File: config.mk
export PLATFORM = sky130hd
export DESIGN_NAME = inst_prefetch_queue
export DESIGN_NICKNAME = d
export VERILOG_FILES = /design/src/rtl/inst_prefetch_queue.sv
export SDC_FILE = /design/constraint.sdc
export NUM_CORES = 1
export LEC_CHECK = 0
export ABC_AREA = 1
export CORE_MARGIN = 10
export CORE_UTILIZATION = 60
export CTS_CLUSTER_DIAMETER = 150
export CTS_CLUSTER_SIZE = 25
export DETAILED_ROUTE_END_ITERATION = 10
export GPL_TIMING_DRIVEN = 0
export PLACE_DENSITY = 0.84
export SKIP_LAST_GASP = 1
export SLEW_MARGIN = 20
export SYNTH_ARGS = -nofsm -noshare
export SYNTH_HDL_FRONTEND = slang
export SYNTH_SLANG_ARGS = --single-unit
File: constraint.sdc
create_clock -name clk -period 8.6 [get_ports clk]
set_clock_uncertainty 0.05 [all_clocks]
set_input_delay 1.72 -clock clk [delete_from_list [all_inputs] [get_ports clk]]
set_output_delay 1.72 -clock clk [all_outputs]
set_load 0.005 [all_outputs]
File: src/rtl/inst_prefetch_queue.sv
// Instruction prefetch: one outstanding fetch, PC/word FIFO to decode,
// redirect flush with stale-response discard.
module inst_prefetch_queue #(
  parameter int          QUEUE_DEPTH = 4,
  parameter logic [31:0] RESET_PC    = 32'h00000000
) (
  input  logic        clk,
  input  logic        reset,
  output logic        inst_start,
  input  logic        inst_ready,
  output logic [31:0] i_addr,
  input  logic [31:0] inst,
  input  logic        inst_valid,
  output logic        id_valid,
  input  logic        id_ready,
  output logic [31:0] id_pc,
  output logic [31:0] id_inst,
  input  logic        jump_valid,
  input  logic [31:0] jump_addr,
  input  logic        halt
);

  localparam int PW = $clog2(QUEUE_DEPTH);
  localparam int CW = PW + 1;
  localparam logic [CW-1:0] DEPTH_C = CW'(QUEUE_DEPTH);
  localparam logic [PW-1:0] P_ONE = PW'(1);
  localparam logic [CW-1:0] C_ONE = CW'(1);

  typedef enum logic [1:0] {
    IDLE,
    WAIT,
    DISCARD
  } state_t;

  state_t state, state_nxt;

  logic [31:0]   fetch_pc;
  logic [31:0]   req_pc;
  logic [31:0]   pc_q   [QUEUE_DEPTH];
  logic [31:0]   inst_q [QUEUE_DEPTH];
  logic [PW-1:0] rd_ptr;
  logic [PW-1:0] wr_ptr;
  logic [CW-1:0] count;

  logic accept;
  logic push;
  logic pop;

  assign inst_start = !reset && state == IDLE && !halt
                    && !jump_valid && count < DEPTH_C;
  assign i_addr     = fetch_pc;
  assign accept     = inst_start && inst_ready;
  assign push       = state == WAIT && inst_valid && !jump_valid;
  assign pop        = id_valid && id_ready && !jump_valid;

  assign id_valid = count != '0;
  assign id_pc    = id_valid ? pc_q[rd_ptr] : 32'h0;
  assign id_inst  = id_valid ? inst_q[rd_ptr] : 32'hffffffff;

  always_comb begin
    state_nxt = state;
    unique case (state)
      IDLE: begin
        if (accept) state_nxt = WAIT;
      end
      WAIT: begin
        if (inst_valid)      state_nxt = IDLE;
        else if (jump_valid) state_nxt = DISCARD;
      end
      DISCARD: begin
        if (inst_valid) state_nxt = IDLE;
      end
      default: state_nxt = IDLE;
    endcase
  end

  always_ff @(posedge clk or posedge reset) begin
    if (reset) begin
      state    <= IDLE;
      fetch_pc <= RESET_PC;
      req_pc   <= RESET_PC;
      rd_ptr   <= '0;
      wr_ptr   <= '0;
      count    <= '0;
    end else begin
      state <= state_nxt;
      if (accept) req_pc <= fetch_pc;
      if (jump_valid) begin
        fetch_pc <= {jump_addr[31:2], 2'b00};
        rd_ptr   <= '0;
        wr_ptr   <= '0;
        count    <= '0;
      end else begin
        if (accept) fetch_pc <= fetch_pc + 32'd4;
        if (push)   wr_ptr   <= wr_ptr + P_ONE;
        if (pop)    rd_ptr   <= rd_ptr + P_ONE;
        if (push && !pop)      count <= count + C_ONE;
        else if (pop && !push) count <= count - C_ONE;
      end
    end
  end

  // Storage needs no reset: empty entries are masked at the head.
  always_ff @(posedge clk) begin
    if (push) begin
      pc_q[wr_ptr]   <= req_pc;
      inst_q[wr_ptr] <= inst;
    end
  end

endmodule
==> After elaboration in Yosys (flattened, before gate mapping) <==
Memory sizes are Yosys's and may differ from the RTL's.
Cells that the tools add are included.
{ "totals": {"memories": 2, "output_inout_bits": 98, "in_bits": 71, "register_bits": 73, "mem_bits_rw": 256, "word_cells": 60} }
{ "memory_table": {"columns": ["memory", "depth", "width", "rd", "rd_clocked_by_memory_dff", "wr", "line", "source"], "rows": [
  ["inst_q", 4, 32, 1, 0, 1, "40", "logic [31:0] inst_q [QUEUE_DEPTH];"],
  ["pc_q", 4, 32, 1, 0, 1, "39", "logic [31:0] pc_q [QUEUE_DEPTH];"]
]} }
{ "op_classes": {"add_sub_neg": 5, "mux": 18, "order_cmp": 1, "reduce_logical": 23, "eq_ne": 5} }
{ "ops": {"columns": ["op", "n"], "rows": [
  ["$mux W32", 4],
  ["$add A32 B3 Y32 const B", 1],
  ["$mux W2", 8],
  ["$logic_and A1 B1 Y1", 11],
  ["$mux W3", 3],
  ["$pmux W2 S3", 1],
  ["$reduce_bool A2 Y1", 3],
  ["$reduce_bool A3 Y1", 2],
  ["$logic_not A1 Y1", 5],
  ["$add A2 B1 Y2 const B", 2],
  ["$ne A2 B2 Y1 const B", 2],
  ["$add A3 B1 Y3 const B", 1],
  ["$lt A3 B3 Y1 const B", 1],
  ["$ne A3 B3 Y1 const B", 1],
  ["$reduce_and A3 Y1", 1],
  ["$sub A3 B1 Y3 const B", 1],
  ["$eq A2 B1 Y1 const B", 1],
  ["$eq A2 B2 Y1 const B", 1],
  ["$logic_not A2 Y1", 1],
  ["$mux W1", 2]
]} }

==> Logic depth before layout (Yosys ltp) <==
{ "depth": {"word_depth": 8, "mapped_depth": 12} }

==> Least setup slack after synthesis <==
No wires, ideal clock.
{ "synth_timing": {"path_kind": "input to register", "start": "input jump_valid", "end": "memory inst_q[0][0], enable pin", "required_time_ns": 8.068, "slack_ns": 3.368, "arrival_time_ns": 4.700, "stages": 4, "path_cell_list": "buf_2 > nor2_4 > inv_1 > nor2_1"} }
{ "synth_between": {"elab_chain_cells": 4} }
{ "synth_lines": {"columns": ["element", "line", "source"], "rows": [
  ["start, declared", "18", "input logic jump_valid,"],
  ["$logic_not A1 Y1", "53", "assign push = state == WAIT && inst_valid && !jump_valid;"],
  ["$logic_and A1 B1 Y1", "53", null],
  ["$mux W1", "105", "if (push) begin"],
  ["$mux W1 (implied by the code)", "107", "inst_q[wr_ptr] <= inst;"],
  ["end, declared", "40", null]
]} }
No other way between the ends.

==> Worst setup path in the final report <==
{ "layout_timing": {"start": "input reset", "end": "output inst_start"} }
{ "layout_between": {"elab_chain_cells": 5} }
{ "layout_lines": {"columns": ["element", "line", "source"], "rows": [
  ["start, declared", "8", "input logic reset,"],
  ["$logic_not A1 Y1 (no line)", null, null],
  ["$logic_and A1 B1 Y1 (2 in a row)", "49", "assign inst_start = !reset && state == IDLE && !halt"],
  ["$logic_and A1 B1 Y1 (2 in a row)", "50", "&& !jump_valid && count < DEPTH_C;"],
  ["end, declared", "9", "output logic inst_start,"]
]} }
No other way between the ends.

==> results by group <==
Timing
  • Final sum of negative setup slack: 0 ps
  • Unrepaired setup endpoints after global routing: false
  • Finish-stage setup viols: 0
  • Slew at the pin with the worst max-slew slack: 841.5 ps
  • Max-Slew Margin vs Limit: 43.77%
  • Timing-limited maximum frequency: 206.5 MHz
  • Crit share post-route: 56.31%
  • Clock period minus final worst setup slack: 4842 ps
  • Final-report max-slew violation count: 0
  • Number of hold-slack violations in the final timing report: 0

Setup path
  • WP data required: 6830 ps
  • Worst setup path endpoint: inst_start
  • Family with the most delay on the worst path: buffers and inverters
  • Worst stage delay on the critical path: 530 ps
  • Critical path peak fanout: 2
  • Endpoint kind of the worst setup timing path: primary output
  • Destination of the worst register-to-register timing path: pc_q[3][14]
  • Setup crit start: reset
  • Depth of the most critical reg-to-reg path: 6
  • Master of the slowest instance on the critical path: clkdlybuf4s50_1
  • Worst reg2reg setup slack: 6200 ps
  • Crit-path cells: clkdlybuf4s50_1 -> nor2_2 -> nand2_1 -> nor2_1 -> clkdlybuf4s50_1
  • Buffers & Inverters on Critical Path: 2
  • Worst setup path category: in -> out
  • Total stage count of the critical path: 5
  • Critical Path Start Type: primary input
  • Critical register-to-register path startpoint: state[1]
  • Critical Path AT: 3070 ps
  • Cell repeated most along the worst path: clkdlybuf4s50_1

Job
  • Max-cap violation count: 0

Clock tree
  • Count of hold buffers inserted by post-cts repair: 0
  • Clock net sink count: 317
  • Root Buffer Master: clkbuf_16
  • Worst skew pair latency: 500 ps
  • CTS tree: done
  • Clock slew at the register clock pins of the worst setup and hold paths: 90 ps
  • Number of clock buffers inserted by TritonCTS: 16
  • Number of gates resized after cts: 0
  • CTS H-tree lvls: 1
  • Number of buffers between clock root and the deepest sink: 3
  • Number of setup buffers added after CTS: 0

Final layout
  • Sequential cell area in the final layout: 0.009174 sq mm
  • Final cell count without fillers: 1,731
  • Layout cells sized above 1: 7.379%
  • Layout-stage area growth over the synthesis result: 20.37%
  • Net total in the final layout: 1,517
  • Multi-input gate area: 0.003705 sq mm
  • Fill cell total of the finished layout: 1,459

Logic synthesis
  • Register area share after synthesis: 67.83%
  • Area fraction of the dominant cell type after synthesis: 55.06%
  • Top cell type by total area after synthesis: edfxtp_1
  • Main area contributors after synthesis: edfxtp_1 (55%), dfrtp_1 (13%), nor2_1 (8.3%), o21ai_0 (4.5%), nand2_1 (4.3%)
  • Synthesized area divided by synthesized cell count: 10.86 sq um
  • Synth cell types: 34
  • Fraction of synthesis flops using an asynchronous set or reset pin: 21.77%
  • Synth Cell Area: 0.01353 sq mm
  • Synthesized netlist cell count: 1,246
  • Area fraction in and, or, nand and nor cells after synthesis: 17.39%
  • Number of flops mapped to enable cells by yosys: 248
  • Ys Warns: 0
  • Synthesized-area fraction occupied by xor and xnor cells: 0.3238%
  • Combinational family with the most area after synthesis: simple AND/OR/NAND/NOR gates
  • Fraction of synthesized area in multiplexers: 0%
  • Seq cells post-synth: 317
  • Complex-gate fraction of the synthesized area: 8.733%
  • Primary flip-flop cell chosen by synthesis mapping: edfxtp_1
  • Synth Area in Adders: 0.6105%

Floorplan
  • Die area: 0.02895 sq mm
  • Vertical extent of the die: 170.1 um
  • Core region area: 0.02203 sq mm
  • Die Width: 170.1 um
  • Starting density of the core: 61.41%
  • Number of core rows: 54
  • IO Count: 169

Worst hold path
  • Class of the tightest hold or removal check: reg -> reg
  • Cell depth of the worst min-delay path: 0

Global route
  • Pin count of the biggest net entering global routing: 47
  • Congestion Overflow GR: 0
  • Antenna violations before repair: 0
  • Total global-route track usage: 23.35%
  • First-pass GRT wire length: 53,360 um
  • Number of global-route vias before repair: 10.03k

Pwr
  • Total power: 4088 uW
  • Internal Pwr Total: 2787 uW
  • P per Cell Area: 251.1 mW/mm^2
  • Share of total power in sequential cells: 47.6%
  • Switching power of the nets: 1301 uW
  • Switching share of total power: 31.82%
  • Relative contribution of the clock network to total power: 20.4%
  • Comb power frac: 32.1%
  • Leak Pwr: 0.006026 uW
  • Peak supply drop: 0.1213 mV

Placement
  • Gpl congestion: 0.8983
  • Post-detailed-placement half-perimeter wirelength: 23,990 um
  • IO buf count: 162
  • Instance count after placement with tap cells included: 1,702

Route
  • Initial DRC count: 1,021
  • Wire per inst: 19.71 um
  • Via total after detailed routing: 10.02k
  • DR DRC count: 0
  • Drt via density: 5.791
  • Remaining antenna violation count: 0
  • Total Wirelength: 34,110 um
  • Number of detailed-route iterations in the first pass: 5

Run status
  • Status: finished, final reports clean
## logic make-up (layout without fill, tap and decap cells)
family                   Yosys count  after routing
flip-flops                       317            317
AO/OA/AOI/OAI                    208            208
XOR/XNOR                           5              5
buffers and inverters            146            347
AND/OR/NAND/NOR                  563            563
adder cells (fa/ha/maj)            6              6
other                              1              5
## final cells by class
type	count	share of cell area, %
Antenna cell	1	0.01537
Buffer	68	2.413
Clock buffer	27	2.844
Clock inverter	1	0.05380
Inverter	78	1.829
Multi-Input combinational cell	786	22.76
Sequential cell	317	56.35
Tap cell	280	2.152
Timing Repair Buffer	173	11.59
## worst min path at each step
stage,from,end
after CTS,req_pc[29],pc_q[2][29]
after floorplan,req_pc[10],pc_q[0][10]
after global placement,req_pc[29],pc_q[2][29]
after detailed placement,req_pc[24],pc_q[2][24]
after global routing,req_pc[17],pc_q[2][17]
final,req_pc[29],pc_q[2][29]
## registers in the layout, indices dropped and copies added (netlist names)
| signal | flops |
|---|---|
| wr_ptr | 2 |
| state | 2 |
| req_pc | 30 |
| pc_q | 120 |
| rd_ptr | 2 |
| i_addr | 30 |
| inst_q | 128 |
| count | 3 |
## per-layer routing
| metal | share of wire, % | GRT usage [%] |
|---|---|---|
| met2 | 48 | 39.41 |
| met1 | 39 | 29.95 |
| met4 | 2.3 | 6.827 |
| met3 | 9.9 | 4.836 |
| met5 | 0 | 0 |
## placed cells by master, fill, tap and decap left out, types with 33 or more instances in the layout
cell type          n
clkbuf_1          33
o21ai_0          122
dfrtp_1           69
clkdlybuf4s50_1  162
nor2_1           296
nand3_1           72
nand2_1          154
edfxtp_1         248
inv_1             74
a21oi_1           33
## power by group through the flow
stage / registers (uW) / logic, uW / clock network [uW]
2_1_floorplan: 1930 / 607 / 0
3_3_place_gp: 1960 / 1270 / 0
3_5_place_dp: 1970 / 1310 / 0
4_1_cts: 1940 / 1320 / 834
5_1_grt: 1960 / 1430 / 892
6_report: 1940 / 1310 / 833
## metrics by stage
step	cell area, sq um	utilization (%)	setup WS, ps	hold slack (ps)
floorplan	13540	-	3368	426.3
global placement	15510	70.41	980.1	443.0
detailed placement	15810	71.76	3744	450.9
CTS	16280	73.90	3731	468.3
global route	16280	73.90	3670	496.2
finish	16280	73.91	3758	462.9
## Yosys cell counts (all sizes together) (4+ instances only)
cell type / number
a21oi: 33
buf: 45
clkbuf: 23
dfrtp: 69
edfxtp: 248
ha: 5
inv: 78
nand2: 160
nand3: 76
nand4: 4
nor2: 317
nor3: 5
o211ai: 7
o21ai: 135
o311ai: 32
xor2: 4
Note: power is estimated with default switching activity, not from simulation.
